## src/rtl/video_timing.sv

```systemverilog
// Raster timing generator: pixel-enable divider, H/V counters, registered blank/sync,
// delayed composite blank for the palette, and vertical-blank / raster-line interrupts.
module video_timing #(
  parameter int H_VISIBLE = 384,
  parameter int H_TOTAL   = 512,
  parameter int HS_START  = 416,
  parameter int HS_END    = 448,
  parameter int V_VISIBLE = 256,
  parameter int V_TOTAL   = 284,
  parameter int VS_START  = 264,
  parameter int VS_END    = 268,
  parameter int PAL_DELAY = 1
) (
  input  logic       CLK_32M,
  input  logic       reset,
  input  logic [8:0] RASTER_LINE,
  output logic       CE_PIX,
  output logic [8:0] HCNT,
  output logic [8:0] VCNT,
  output logic       HBLANK,
  output logic       VBLANK,
  output logic       HSYNC,
  output logic       VSYNC,
  output logic       CBLK_N,
  output logic       VBL_INT,
  output logic       RASTER_INT
);

  // Ten-bit constants so that limits equal to 512 still compare correctly.
  localparam logic [9:0] H_VIS  = 10'(H_VISIBLE);
  localparam logic [9:0] H_LAST = 10'(H_TOTAL - 1);
  localparam logic [9:0] HS_ON  = 10'(HS_START);
  localparam logic [9:0] HS_OFF = 10'(HS_END);
  localparam logic [9:0] V_VIS  = 10'(V_VISIBLE);
  localparam logic [9:0] V_LAST = 10'(V_TOTAL - 1);
  localparam logic [9:0] VS_ON  = 10'(VS_START);
  localparam logic [9:0] VS_OFF = 10'(VS_END);

  logic [1:0] div;
  logic [8:0] hcnt_next;
  logic [8:0] vcnt_next;
  logic       h_wrap;
  logic       blank;

  assign CE_PIX = (div == 2'd3);
  assign blank  = HBLANK | VBLANK;

  always_comb begin
    h_wrap    = ({1'b0, HCNT} == H_LAST);
    hcnt_next = h_wrap ? 9'd0 : HCNT + 9'd1;
    vcnt_next = VCNT;
    if (h_wrap)
      vcnt_next = ({1'b0, VCNT} == V_LAST) ? 9'd0 : VCNT + 9'd1;
  end

  // Flags are computed from the next counter values so they change on the same edge.
  always_ff @(posedge CLK_32M) begin
    if (reset) begin
      div        <= 2'd0;
      HCNT       <= 9'd0;
      VCNT       <= 9'd0;
      HBLANK     <= 1'b0;
      VBLANK     <= 1'b0;
      HSYNC      <= 1'b0;
      VSYNC      <= 1'b0;
      VBL_INT    <= 1'b0;
      RASTER_INT <= 1'b0;
    end else begin
      div        <= div + 2'd1;
      VBL_INT    <= 1'b0;
      RASTER_INT <= 1'b0;
      if (CE_PIX) begin
        HCNT       <= hcnt_next;
        VCNT       <= vcnt_next;
        HBLANK     <= ({1'b0, hcnt_next} >= H_VIS);
        VBLANK     <= ({1'b0, vcnt_next} >= V_VIS);
        HSYNC      <= ({1'b0, hcnt_next} >= HS_ON) && ({1'b0, hcnt_next} < HS_OFF);
        VSYNC      <= ({1'b0, vcnt_next} >= VS_ON) && ({1'b0, vcnt_next} < VS_OFF);
        VBL_INT    <= h_wrap && ({1'b0, vcnt_next} == V_VIS);
        RASTER_INT <= h_wrap && (vcnt_next == RASTER_LINE);
      end
    end
  end

  generate
    if (PAL_DELAY == 0) begin : g_no_delay
      assign CBLK_N = ~blank;
    end else begin : g_delay
      logic [PAL_DELAY-1:0] stage;

      always_ff @(posedge CLK_32M) begin
        if (reset) begin
          stage <= '1;
        end else if (CE_PIX) begin
          stage[0] <= ~blank;
          for (int i = 1; i < PAL_DELAY; i++)
            stage[i] <= stage[i-1];
        end
      end

      assign CBLK_N = stage[PAL_DELAY-1];
    end
  endgenerate

endmodule

```

## config.mk

```make
export PLATFORM = sky130hd
export DESIGN_NAME = video_timing
export DESIGN_NICKNAME = d
export VERILOG_FILES = /design/src/rtl/video_timing.sv
export SDC_FILE = /design/constraint.sdc
export NUM_CORES = 1
export LEC_CHECK = 0
export ABC_AREA = 1
export ABC_CLOCK_PERIOD_IN_PS = 1880
export BUFFER_PORTS_ARGS = -buffer_cell sky130_fd_sc_hd__buf_2
export CAP_MARGIN = 5
export CORE_ASPECT_RATIO = 0.9
export CORE_MARGIN = 2
export CORE_UTILIZATION = 30
export CTS_BUF_LIST = sky130_fd_sc_hd__clkbuf_8
export DETAILED_ROUTE_END_ITERATION = 6
export PLACE_DENSITY_LB_ADDON = 0.3
export RECOVER_POWER = 50
export SLEW_MARGIN = 10
export SYNTH_ARGS = -nofsm -noshare
export SYNTH_HDL_FRONTEND = slang
export SYNTH_SLANG_ARGS = --single-unit
```

## constraint.sdc

```tcl
create_clock -name CLK_32M -period 1.88 [get_ports CLK_32M]
set_input_delay 0.376 -clock CLK_32M [delete_from_list [all_inputs] [get_ports CLK_32M]]
set_output_delay 0.376 -clock CLK_32M [all_outputs]
set_load 0.05 [all_outputs]
```

## Yosys cells after proc, flatten, opt, wreduce, memory -nomap -nowiden

Index checks and enable logic that the tools add are counted.

- Word-level logic and storage cells: 35
- Input bits: 11
- Output and inout port bits: 26
- Register bits after elaboration: 27

- Magnitude comparators: 6
- Reductions and logical operators: 5
- Add/subtract/negate cells: 3
- Mux-type cells: 3
- Bitwise operators: 3
- Equality and inequality tests: 5

Operators by type and width:

| operator | count |
|---|---|
| $ge A9 B9 Y1 const B | 4 |
| $eq A9 B9 Y1 const B | 3 |
| $mux W9 | 3 |
| $add A9 B1 Y9 const B | 2 |
| $lt A9 B9 Y1 const B | 2 |
| $eq A9 B9 Y1 | 1 |
| $logic_and A1 B1 Y1 | 4 |
| $add A2 B1 Y2 const B | 1 |
| $eq A2 B2 Y1 const B | 1 |
| $not A1 Y1 | 2 |
| $reduce_or A2 Y1 | 1 |
| $or A1 B1 Y1 | 1 |

## Depth between registers and ports, before layout

Gate-level depths: netlist (run 1).

- Depth in word-level cells: 5
- Gate-level depth with buffers: 15

## Worst setup path before layout (run 1)

OpenSTA, ideal clock, no wires.

- Path kind: reg-to-reg
- Start point: register HCNT[0]
- End point: register VSYNC
- Cell stages (with the launch flop): 14
- Period minus slack after synthesis: 2462 ps
- Arrival: 2392 ps
- Setup slack: -582 ps
- Setup time: 71 ps
- Path through: dfxtp_1 ha_1 nand4_1 nor4_1 ha_1 buf_4 nand3_2 nor2_2 nand3_1 nand2_1 nand3_2 nor2_2 nand3_1 a21oi_1

- Cells in the longest elaborated chain, start to end: 4

Ends and longest elaborated chain:

| element | line | RTL |
|---|---|---|
| from (decl) | 18 | `output logic [8:0] HCNT,` |
| from (signal assigned) | 73 | `HCNT <= hcnt_next;` |
| $eq A9 B9 Y1 (*) | 49 | `h_wrap = ({1'b0, HCNT} == H_LAST);` |
| $mux W9 (*) | 52 | `if (h_wrap)` |
| $ge A9 B9 Y1 / $lt A9 B9 Y1 (equally long branches) | 78 | `VSYNC <= ({1'b0, vcnt_next} >= VS_ON) && ({1'b0, vcnt_next} < VS_OFF);` |
| $logic_and A1 B1 Y1 (*) | 78 |  |
| to (signal assigned) | 78 |  |
| to (decl) | 23 | `output logic VSYNC,` |

Every way passes the cells marked *; elsewhere a longest branch is shown, timed or not.
A chain may end at the register's enable or synchronous reset.

## Worst setup path in the final report (run 1)

- Start point: register HCNT[0]
- End point: register VBLANK

- Cells in the longest elaborated chain, start to end: 3

Ends and longest elaborated chain:

| element | line | RTL |
|---|---|---|
| $eq A9 B9 Y1 | 49 |  |
| $mux W9 | 52 |  |
| $ge A9 B9 Y1 | 76 | `VBLANK <= ({1'b0, vcnt_next} >= V_VIS);` |
| to (signal assigned) | 76 |  |
| to (decl) | 21 | `output logic VBLANK,` |

Every way passes these cells.

==> results.md, run 1 <==
* Largest net degree at the start of global routing at 18
* Status: finished, violations left
* CP Capture Type: flip-flop
* Avg WL per Cell at 12.7 um
* Hold_ws at between 0.3 and 0.4 ns
* Max H-tree Level at 1
* Cell Count, Final, Fillers Out at around 370
* Drt total wl at 4670 um
* WP data arrival at ~2.2 ns
* CTS sink count at 27
* Synth Warn # at 0
* Final Max Tran Viols at 0
* CTS clk-pin slew, worst paths at approximately 0.10 ns
* Initial Utilization at 0.305
* Cell variety after synth at 32
* Port buffer count at 36
* Nets at 317
* Final setup viols at 9
* Hold Buf Count CTS at 0
* Vias per cell at ~4.7
* Core area at between 0.005 and 0.006 mm2
* Fillers at 554
* Final Hold Fails at 0
* Mean Syn Cell Area at about 7.0 um2
* RSZ-0062 raised after global routing: true
* Synth Flop Type: dfxtp_1
* CP max FO at 10
* Maxcap violations at 0
* Gr ovfl total at 0
* Worst VDD drop at 0.343 mV
* Hold/Removal Path Class: input pin to flip-flop
* Slew headroom at 0.555
* Placement Rows at 25
* Critical path required time at around 2.0 ns
* HP Start: RASTER_LINE[8]
* DRT Pass-1 Iters at 4
* Vias at 1737
* Post-synth EDFFs at 0
* Die height at 72.7 um
* Max clock buf depth at 2
* Area growth, synth to finish at 50.1%
* Post-DP HPWL at 3440 um
* Pwr/cell area at between 500 and 600 mW/mm2
* CP startpoint: HCNT[0]
* Full die area at a little under 0.006 mm2
* Total CTS buffers at 3
* Cell chosen for the clock root: clkbuf_8
* Syn nets at 240
* Inst Count DP at 358
* Sequential share of the synthesized area at 0.343
* Critical path class: flip-flop to flip-flop
* Mapped Cells at 225
* Yosys reg bits at 27
* Synth Cell Area at 0.00158 mm2
* # diodes at 0
* Post-route ant nets at 0
* CTS tree: done
* Fmax achieved at 0.480 GHz
* Clock Skew at between 0.002 and 0.0025 ns
* Slew of the pin with the lowest slew margin at about 0.67 ns
* Initial antenna violation count at 0
* Ys async rst share at 0
* I/O pin count at 37
* R2r startpoint: HCNT[0]
* Failing checks: negative setup slack
* P_leak at between 1 and 1.5 nW
* All-Layer GR Usage at 0.162
* DRC violations left at 0
* Crit start category: flip-flop
* Crit path time final at around 2.1 ns
* Final period util at 1.11
* Overall power at between 1 and 1.5 mW
* Setup ws final at -0.203 ns
* Layout cells sized above 1 at 0.455
* Vias in the first global route at 1569
* Worst-skew pair later-pin latency at between 0.2 and 0.3 ns
* Die X at approximately 80 um
* Gpl congestion at 0.869
* Drt first-iter violations at 70
* First-pass GRT wire length at ~7400 um
through the flow:
stage / TNS [ns] / cell area, um2 / worst slack [ns] / utilization
floorplan: -0.837 / 1610 / -0.223 / -
global placement: -1.08 / 2110 / -0.223 / 0.409
detailed placement: -1.66 / 2110 / -0.266 / 0.409
CTS: -0.918 / 2270 / -0.186 / 0.440
global route: -3.25 / 2360 / -0.427 / 0.458
finish: -1.18 / 2360 / -0.203 / 0.458
sequential cells by signal (all words and copies together), names as in the netlist:
signal      cells
VCNT            9
HBLANK          1
CBLK_N          1
HSYNC           1
RASTER_INT      1
HCNT            9
VSYNC           1
VBLANK          1
div             2
VBL_INT         1
final timing paths:
kind	end	slack [ns]	depth (start not counted)
worst max-delay path	VBLANK	-0.20	11
worst min-delay path	RASTER_INT	0.36	3
worst max register to register	VBLANK	-0.20	11
worst min register to register	div[0]	0.43	1
per-layer routing:
metal / global-route usage / share of wire
met5: 0 / 0
met4: 0.0339 / 0.0062
met3: 0.0309 / 0.044
met2: 0.254 / 0.46
met1: 0.232 / 0.49
placed cells by master (no fill, tap or decap), types with 6 or more instances in the layout:
cell type / instances
o21ai_0: 11
buf_4: 42
a21oi_2: 6
a21oi_1: 14
nor2_2: 6
nor2_4: 8
clkbuf_1: 17
dfxtp_2: 6
dfxtp_1: 19
nand2_1: 35
buf_2: 19
nor2_1: 15
nand4_1: 6
nand2_2: 16
inv_1: 17
nand3_1: 16
layout make-up:
class | count | area, um2 | area share
Clock buffer | 3 | 41.3 | 0.0175
Timing Repair Buffer | 81 | 508 | 0.215
Multi-Input combinational cell | 166 | 1080 | 0.456
Clock inverter | 1 | 8.76 | 0.00370
Inverter | 23 | 88.8 | 0.0376
Sequential cell | 27 | 556 | 0.235
Tap cell | 67 | 83.8 | 0.0354
synthesized netlist by cell type, drive strengths merged (2+ instances only):
cell	instances	area (um2)
a21oi	20	100
buf	4	35.0
clkbuf	5	18.8
dfxtp	27	541
ha	4	50.1
inv	23	86.3
nand2	52	223
nand3	24	135
nand3b	4	33.8
nand4	6	37.5
nor2	29	144
nor3	6	41.3
o21ai	11	55.1
xnor2	2	17.5
power by group:
group | switching [mW] | internal (mW) | total, mW
combinational | 0.151 | 0.0820 | 0.233
clock | 0.210 | 0.156 | 0.366
sequential | 0.0177 | 0.588 | 0.606
timing repair:
item	in CTS	in global routing
endpoints found under the setup margin	13	21
gates resized for setup	15	32
buffers inserted	6	3
pin swaps	3	6
critical path, cell delays in order, from the launching register on:
cell and delay, ns:
dfxtp_4 0.37, ha_4 0.13, nand4_1 0.13, nor4_2 0.19, ha_2 0.29, nand2_2 0.11, inv_2 0.08, nand3_4 0.15
buf_4 0.18, buf_4 0.12, nand4_1 0.11, a21oi_1 0.08
cell families after synthesis:
| group | synth area share |
|---|---|
| flops | 0.343 |
| buf+inv | 0.0890 |
| simple gates | 0.407 |
| compound gates | 0.113 |
| fa+ha+maj | 0.0318 |
| xor+xnor | 0.0167 |
Power figures use the tool's default switching activity.
==> inputs of run 2 (changes only) <==
--- a/config.mk
+++ b/config.mk
@@ -6,7 +6,7 @@
 export NUM_CORES = 1
 export LEC_CHECK = 0
 export ABC_AREA = 1
-export ABC_CLOCK_PERIOD_IN_PS = 1880
+export ABC_CLOCK_PERIOD_IN_PS = 2300
 export BUFFER_PORTS_ARGS = -buffer_cell sky130_fd_sc_hd__buf_2
 export CAP_MARGIN = 5
 export CORE_ASPECT_RATIO = 0.9
==> constraint.sdc (replaced) <==
create_clock -name CLK_32M -period 2.3 [get_ports CLK_32M]
set_input_delay 0.46 -clock CLK_32M [delete_from_list [all_inputs] [get_ports CLK_32M]]
set_output_delay 0.46 -clock CLK_32M [all_outputs]
set_load 0.05 [all_outputs]
==> run 2 against run 1 <==
The flow still finishes with violations (negative setup slack). Core utilization shrank 7.6 points. Hold slack gained 0.073 ns. Total power shrank 22%. Sequential power shrank 18%. Clock skew is essentially flat. Critical path depth grew 2. Critical endpoint is now VSYNC. Largest cell class unchanged. Largest power group unchanged. Highest routed layer unchanged.
==> results.md, run 2 (synthesis results as in run 1) <==
* Pwr/cell area at 478 mW/mm2 (-6.2%)
* CTS tree: done
* Crit path buffers/inverters at 1 (-2)
* First-pass GRT wire length at 6760 um (-8.6%)
* Hold Buf Count CTS at 0 (unchanged)
* Worst Hold End: div[0]
* Core area at 0.00516 mm2 (unchanged)
* Worst-skew pair later-pin latency at 0.28 ns (about the same)
* Avg WL per Cell at 12.3 um (-3.3%)
* Met1 wire length at 2040 um (-11%)
* Sw Share at 0.307 (-0.00702)
* # diodes at 0 (unchanged)
* Fmax achieved at 0.434 GHz (-9.7%)
* Multi-input logic area at 972 um2 (-9.9%)
* CP peak stage delay at 0.39 ns (+0.02 ns)
* Final setup viols at 1 (-8)
* Worst VDD drop at 0.335 mV (-2.4%)
* Initial Utilization at 0.305 (unchanged)
* Gpl congestion at 0.804 (-7.5%)
* Gr ovfl total at 0 (unchanged)
* CTS clk-pin slew, worst paths at 0.10 ns (about the same)
* Layout cells sized above 1 at 0.259 (-0.196)
* Maxcap violations at 0 (unchanged)
* Top flop regs: HCNT: 9 flops, VCNT: 9 flops, div: 2 flops
* Vias in the first global route at 1407 (-10%)
* Area growth, synth to finish at 25.2%
* RSZ-0062 raised after global routing: true
* WP data arrival at 2.53 ns (+0.30 ns)
* Hold/Removal Path Class: flip-flop to flip-flop
* Max clock buf depth at 2 (unchanged)
* Placement Rows at 25 (unchanged)
* Cell chosen for the clock root: clkbuf_8
* Hold_ws at 0.431 ns (+0.0726 ns)
* RR Endpoint: VSYNC
* Wire length on met2 at 1850 um (-14%)
* Critical path class: flip-flop to flip-flop
* Fillers at 566 (+2.2%)
* CP Depth at 13 (+2)
* Post-route ant nets at 0 (unchanged)
* Drt total wl at 4090 um (-13%)
* I/O pin count at 37 (unchanged)
* Most frequent cells in the layout: nand2_1 (41), dfxtp_1 (25), nor2_1 (20), clkbuf_1 (20)
* CP cell instances: ha_4 -> nand4_1 -> nor4_2 -> ha_2 -> buf_6 -> nand3_4 -> nor2_4 -> nand3_1 -> nand2_1 -> nand3_2 -> nor2_2 -> nand3_2 -> a21oi_2
* Reg2Reg Depth at 13 (+2)
* CP top delay family: simple AND/OR/NAND/NOR gates
* Drt first-iter violations at 104 (+49%)
* Die X at 80.4 um (unchanged)
* R2r startpoint: HCNT[0]
* DR WL met3 at 180 um (-12%)
* Die height at 72.7 um (unchanged)
* Flop-to-flop setup slack at -0.007 ns (+0.20 ns)
* All-Layer GR Usage at 0.146 (-0.0156)
* Slew of the pin with the lowest slew margin at 0.603 ns (-0.0637 ns)
* Vias at 1548 (-11%)
* HP Start: div[0]
* Pint at 653 uW (-21%)
* Crit path time final at 2.31 ns (+0.224 ns)
* Initial antenna violation count at 0 (unchanged)
* Clk pwr share at 0.308 (+0.004)
* Slew headroom at 0.600 (+0.0442)
* DRC violations left at 0 (unchanged)
* CTS sink count at 27 (unchanged)
* Total CTS buffers at 3 (unchanged)
* Failing checks: negative setup slack
* Max H-tree Level at 1 (unchanged)
* CP max FO at 4 (-6)
* Clock Skew at 0.00228 ns (-0.000166 ns)
* Post-DP HPWL at 3150 um (-8.4%)
* Post-layout util at 0.382 (-0.0761)
* Vias per cell at 4.65 (-1.5%)
* Setup ws final at -0.00671 ns (+0.196 ns)
* Final period util at 1.00 (-0.105)
* CP dominant cell by count: nand3_2
* Reg power frac at 0.529 (+0.026)
* Commonest non-fill, non-tap cell in the layout: nand2_1
* NetSw at 290 uW (-24%)
* Full die area at 0.00585 mm2 (unchanged)
* Final Max Tran Viols at 0 (unchanged)
* Final Hold Fails at 0 (unchanged)
* Crit start category: flip-flop
* Largest net degree at the start of global routing at 18 (unchanged)
* P_leak at 0.829 nW (-19%)
* Status: finished, violations left
* DRT Pass-1 Iters at 4 (unchanged)
* Comb pwr share at 0.163 (-0.031)
* Worst hold path depth at 1 (-2)
* Port buffer count at 36 (unchanged)
* Register area at 548 um2 (-1.4%)
* CP Capture Type: flip-flop
* Critical path required time at 2.52 ns (+0.49 ns)
* Nets at 282 (-11%)
* Slowest stage cell, crit path: dfxtp_4
* DR top layer: met4
run 2: cell types whose count changed in the layout (fill, tap and decap cells not counted), moves of 3 or more:
cell      change
buf_4        -34
nand2_2       -7
dfxtp_1       +6
dfxtp_2       -6
nand2_1       +6
a21oi_1       +5
a21oi_2       -5
nor2_1        +5
nor2_4        -4
clkbuf_1      +3
nor3_1        +3
run 2: layout make-up:
type | count | area share
well taps | 67 | 0.0425
flip-flops and latches | 27 | 0.278
clock inverters | 1 | 0.00444
multi-input cells | 166 | 0.493
inverters | 23 | 0.0438
repair buffers | 46 | 0.117
clock buffers | 3 | 0.0209
run 2: power groups by stage:
stage	Combinational, mW	Sequential (mW)	Clock, mW
4_1_cts	0.153	0.500	0.305
3_5_place_dp	0.151	0.511	0
3_3_place_gp	0.150	0.510	0
2_1_floorplan	0.0726	0.545	0
6_report	0.153	0.499	0.290
5_1_grt	0.169	0.502	0.317
run 2: worst max-delay path by stage:
stage / start / end / slack (ns)
6_report: HCNT[0] / VSYNC / -0.007
5_1_grt: HCNT[0] / VSYNC / -0.17
4_1_cts: HCNT[0] / VSYNC / 0.02
3_5_place_dp: HCNT[0] / VSYNC / -0.04
3_3_place_gp: HCNT[0] / VSYNC / 0.01
2_1_floorplan: HCNT[3] / VSYNC / 0.02
run 2: stage by stage:
stage / setup TNS (ns) / setup slack, ns / instance area (um2) / total power [mW] / std cells
2_1_floorplan: 0 / 0.0235 / 1580 / 0.618 / 225
3_3_place_gp: 0 / 0.0119 / 1840 / 0.660 / 326
3_5_place_dp: -0.0439 / -0.0439 / 1840 / 0.661 / 326
4_1_cts: 0 / 0.0162 / 1910 / 0.958 / 330
5_1_grt: -0.426 / -0.169 / 1970 / 0.989 / 333
6_report: -0.00671 / -0.00671 / 1970 / 0.943 / 333
run 2: metal layers:
metal  vias up  track usage
li1        822            -
met1       688        0.212
met2        36        0.229
met3         2       0.0297
met4         0       0.0226
met5         -            0
run 2: repair_timing:
action	in CTS	in global routing
resized for setup	4	16
endpoints found under the setup margin	1	3
pin swaps	2	9
setup buffers	0	3
==> inputs of run 3 (changes only) <==
--- a/config.mk
+++ b/config.mk
@@ -9,6 +9,8 @@
 export ABC_CLOCK_PERIOD_IN_PS = 2300
 export BUFFER_PORTS_ARGS = -buffer_cell sky130_fd_sc_hd__buf_2
 export CAP_MARGIN = 5
+export CELL_PAD_IN_SITES_DETAIL_PLACEMENT = 0
+export CELL_PAD_IN_SITES_GLOBAL_PLACEMENT = 2
 export CORE_ASPECT_RATIO = 0.9
 export CORE_MARGIN = 2
 export CORE_UTILIZATION = 30
==> run 3 against run 2 <==
The flow now finishes without violations. Via count grew 1.9%. Critical path depth grew 1. Global-route usage grew 0.56 points. Hold slack lost 0.0012 ns. Register-to-register slack gained 0.03 ns. Sequential share of layout area shrank 0.11 points. Non-clock buffer count is the same. Core utilization shrank 0.19 points. Maximum frequency grew 1.5%. Largest power group unchanged.
==> results.md, run 3 (synthesis results as in run 1) <==
* Status: complete, no violations
* Critical path required time at 2.53 ns (about the same)
* Initial Utilization at 0.305 (unchanged)
* Hold/Removal Path Class: flip-flop to flip-flop
* Slew headroom at 0.590 (-0.00973)
* Setup ws final at 0.0281 ns (+0.0348 ns)
* Commonest non-fill, non-tap cell in the layout: nand2_1
* Worst VDD drop at 0.244 mV (-27%)
* Vias per cell at 4.74 (+1.9%)
* CP Capture Type: flip-flop
* Final period util at 0.988 (-0.0151)
* Hold Buf Count CTS at 0 (unchanged)
* CTS tree: done
* RSZ-0062 raised after global routing: true
* Full die area at 0.00585 mm2 (unchanged)
* Post-layout util at 0.380 (-0.00194)
* CP max FO at 5 (+1)
* Final setup TNS at 0 ns (+0.00671 ns)
* Setup WS pre-CTS at -0.0534 ns (-0.00944 ns)
* Initial antenna violation count at 0 (unchanged)
* Total CTS buffers at 3 (unchanged)
* Crit path time final at 2.27 ns (-0.0348 ns)
* Drt total wl at 4320 um (+5.6%)
* Final Hold Fails at 0 (unchanged)
* WP data arrival at 2.50 ns (-0.03 ns)
* Area growth, synth to finish at 24.5%
* I/O pin count at 37 (unchanged)
* Post-route ant nets at 0 (unchanged)
* Largest net degree at the start of global routing at 18 (unchanged)
* Slew of the pin with the lowest slew margin at 0.615 ns (+0.0120 ns)
* Die X at 80.4 um (unchanged)
* DRC violations left at 0 (unchanged)
* Worst-skew pair later-pin latency at 0.28 ns (about the same)
* Crit start category: flip-flop
* DRT Pass-1 Iters at 4 (unchanged)
* Nets at 282 (unchanged)
* Cell chosen for the clock root: clkbuf_8
* Gpl congestion at 0.773 (-3.8%)
* Fmax achieved at 0.440 GHz (+1.5%)
* Top flop regs: HCNT: 9 flops, VCNT: 9 flops, div: 2 flops
* Final Max Tran Viols at 0 (unchanged)
* Post-DP HPWL at 3290 um (+4.4%)
* # diodes at 0 (unchanged)
* CTS sink count at 27 (unchanged)
* Clock Skew at 0.00361 ns (+0.00134 ns)
* P_leak at 0.844 nW (+1.8%)
* CTS clk-pin slew, worst paths at 0.11 ns (about the same)
* Placement Rows at 25 (unchanged)
* Drt first-iter violations at 61 (-41%)
* Vias in the first global route at 1387 (-1.4%)
* Critical path class: flip-flop to flip-flop
* Most frequent cells in the layout: nand2_1 (40), dfxtp_1 (25), buf_2 (23)
* Port buffer count at 36 (unchanged)
* Gr ovfl total at 0 (unchanged)
* Avg WL per Cell at 13.0 um (+5.6%)
* Pwr/cell area at 490 mW/mm2 (+2.5%)
* Max H-tree Level at 1 (unchanged)
* First-pass GRT wire length at 6810 um (+0.71%)
* Max clock buf depth at 2 (unchanged)
* Final setup viols at 0 (-1)
* Vias at 1578 (+1.9%)
* Core area at 0.00516 mm2 (unchanged)
* Maxcap violations at 0 (unchanged)
* Layout cells sized above 1 at 0.282 (+0.0226)
* Die height at 72.7 um (unchanged)
* All-Layer GR Usage at 0.152 (+0.00556)
-- run 3: cell types whose count changed in the layout (fill, tap and decap cells not counted), sizes merged --
cell,change
buf,+7
clkbuf,-7
-- run 3: power by group --
part	switching [mW]	internal [mW]	leakage, nW
clock network	0.174	0.128	0.0261
logic	0.110	0.0498	0.598
registers	0.0171	0.482	0.220
total	0.302	0.659	0.844
-- run 3: repair_timing --
item,4_1_cts,5_1_grt
gates resized for setup,2,13
buffers inserted,0,5
endpoints found under the setup margin,2,6
pin swaps,1,8
-- run 3: metrics by stage --
step                      power [mW]  cell area [um2]  instances  hold slack (ns)
after global routing            1.01             1960        333            0.434
after floorplan                0.618             1580        225            0.399
after global placement         0.664             1830        324            0.415
after CTS                      0.965             1880        328            0.429
final                          0.961             1960        333            0.430
after detailed placement       0.661             1830        324            0.413
-- run 3: cell type report --
type	count	area, um2
inverter	23	86.3
timing repair buffer	46	243
clock buffer	3	41.3
multi-input combinational	166	956
tap	67	83.8
fill	587	3200
clock inverter	1	8.76
sequential	27	543
-- run 3: worst max-delay path: stages (launching register included) --
cell and delay, ns:
dfxtp_2 0.38, ha_4 0.15, nand4_1 0.14, nor4_2 0.27, ha_2 0.29, nand2_2 0.09
nor2_4 0.23, nand3_1 0.12, nand2_2 0.09, nand2_2 0.07, nand2_2 0.06, nand2_2 0.05
nor2_4 0.11, nand3_1 0.08, nor2_1 0.08
-- run 3: worst paths after layout --
kind | depth (start not counted) | startpoint | to | slack [ns]
worst max-delay path | 14 | HCNT[0] | RASTER_INT | 0.03
worst min-delay path | 1 | div[0] | div[0] | 0.43
worst max register to register | 14 | HCNT[0] | RASTER_INT | 0.03
worst min register to register | 1 | div[0] | div[0] | 0.43
-- run 3: metal layers --
layer,part of all wire,global-route usage,vias to the layer above
met1,0.54,0.237,720
li1,-,-,823
met5,0,0,-
met3,0.044,0.0359,6
met2,0.40,0.203,29
met4,0.015,0.0433,0
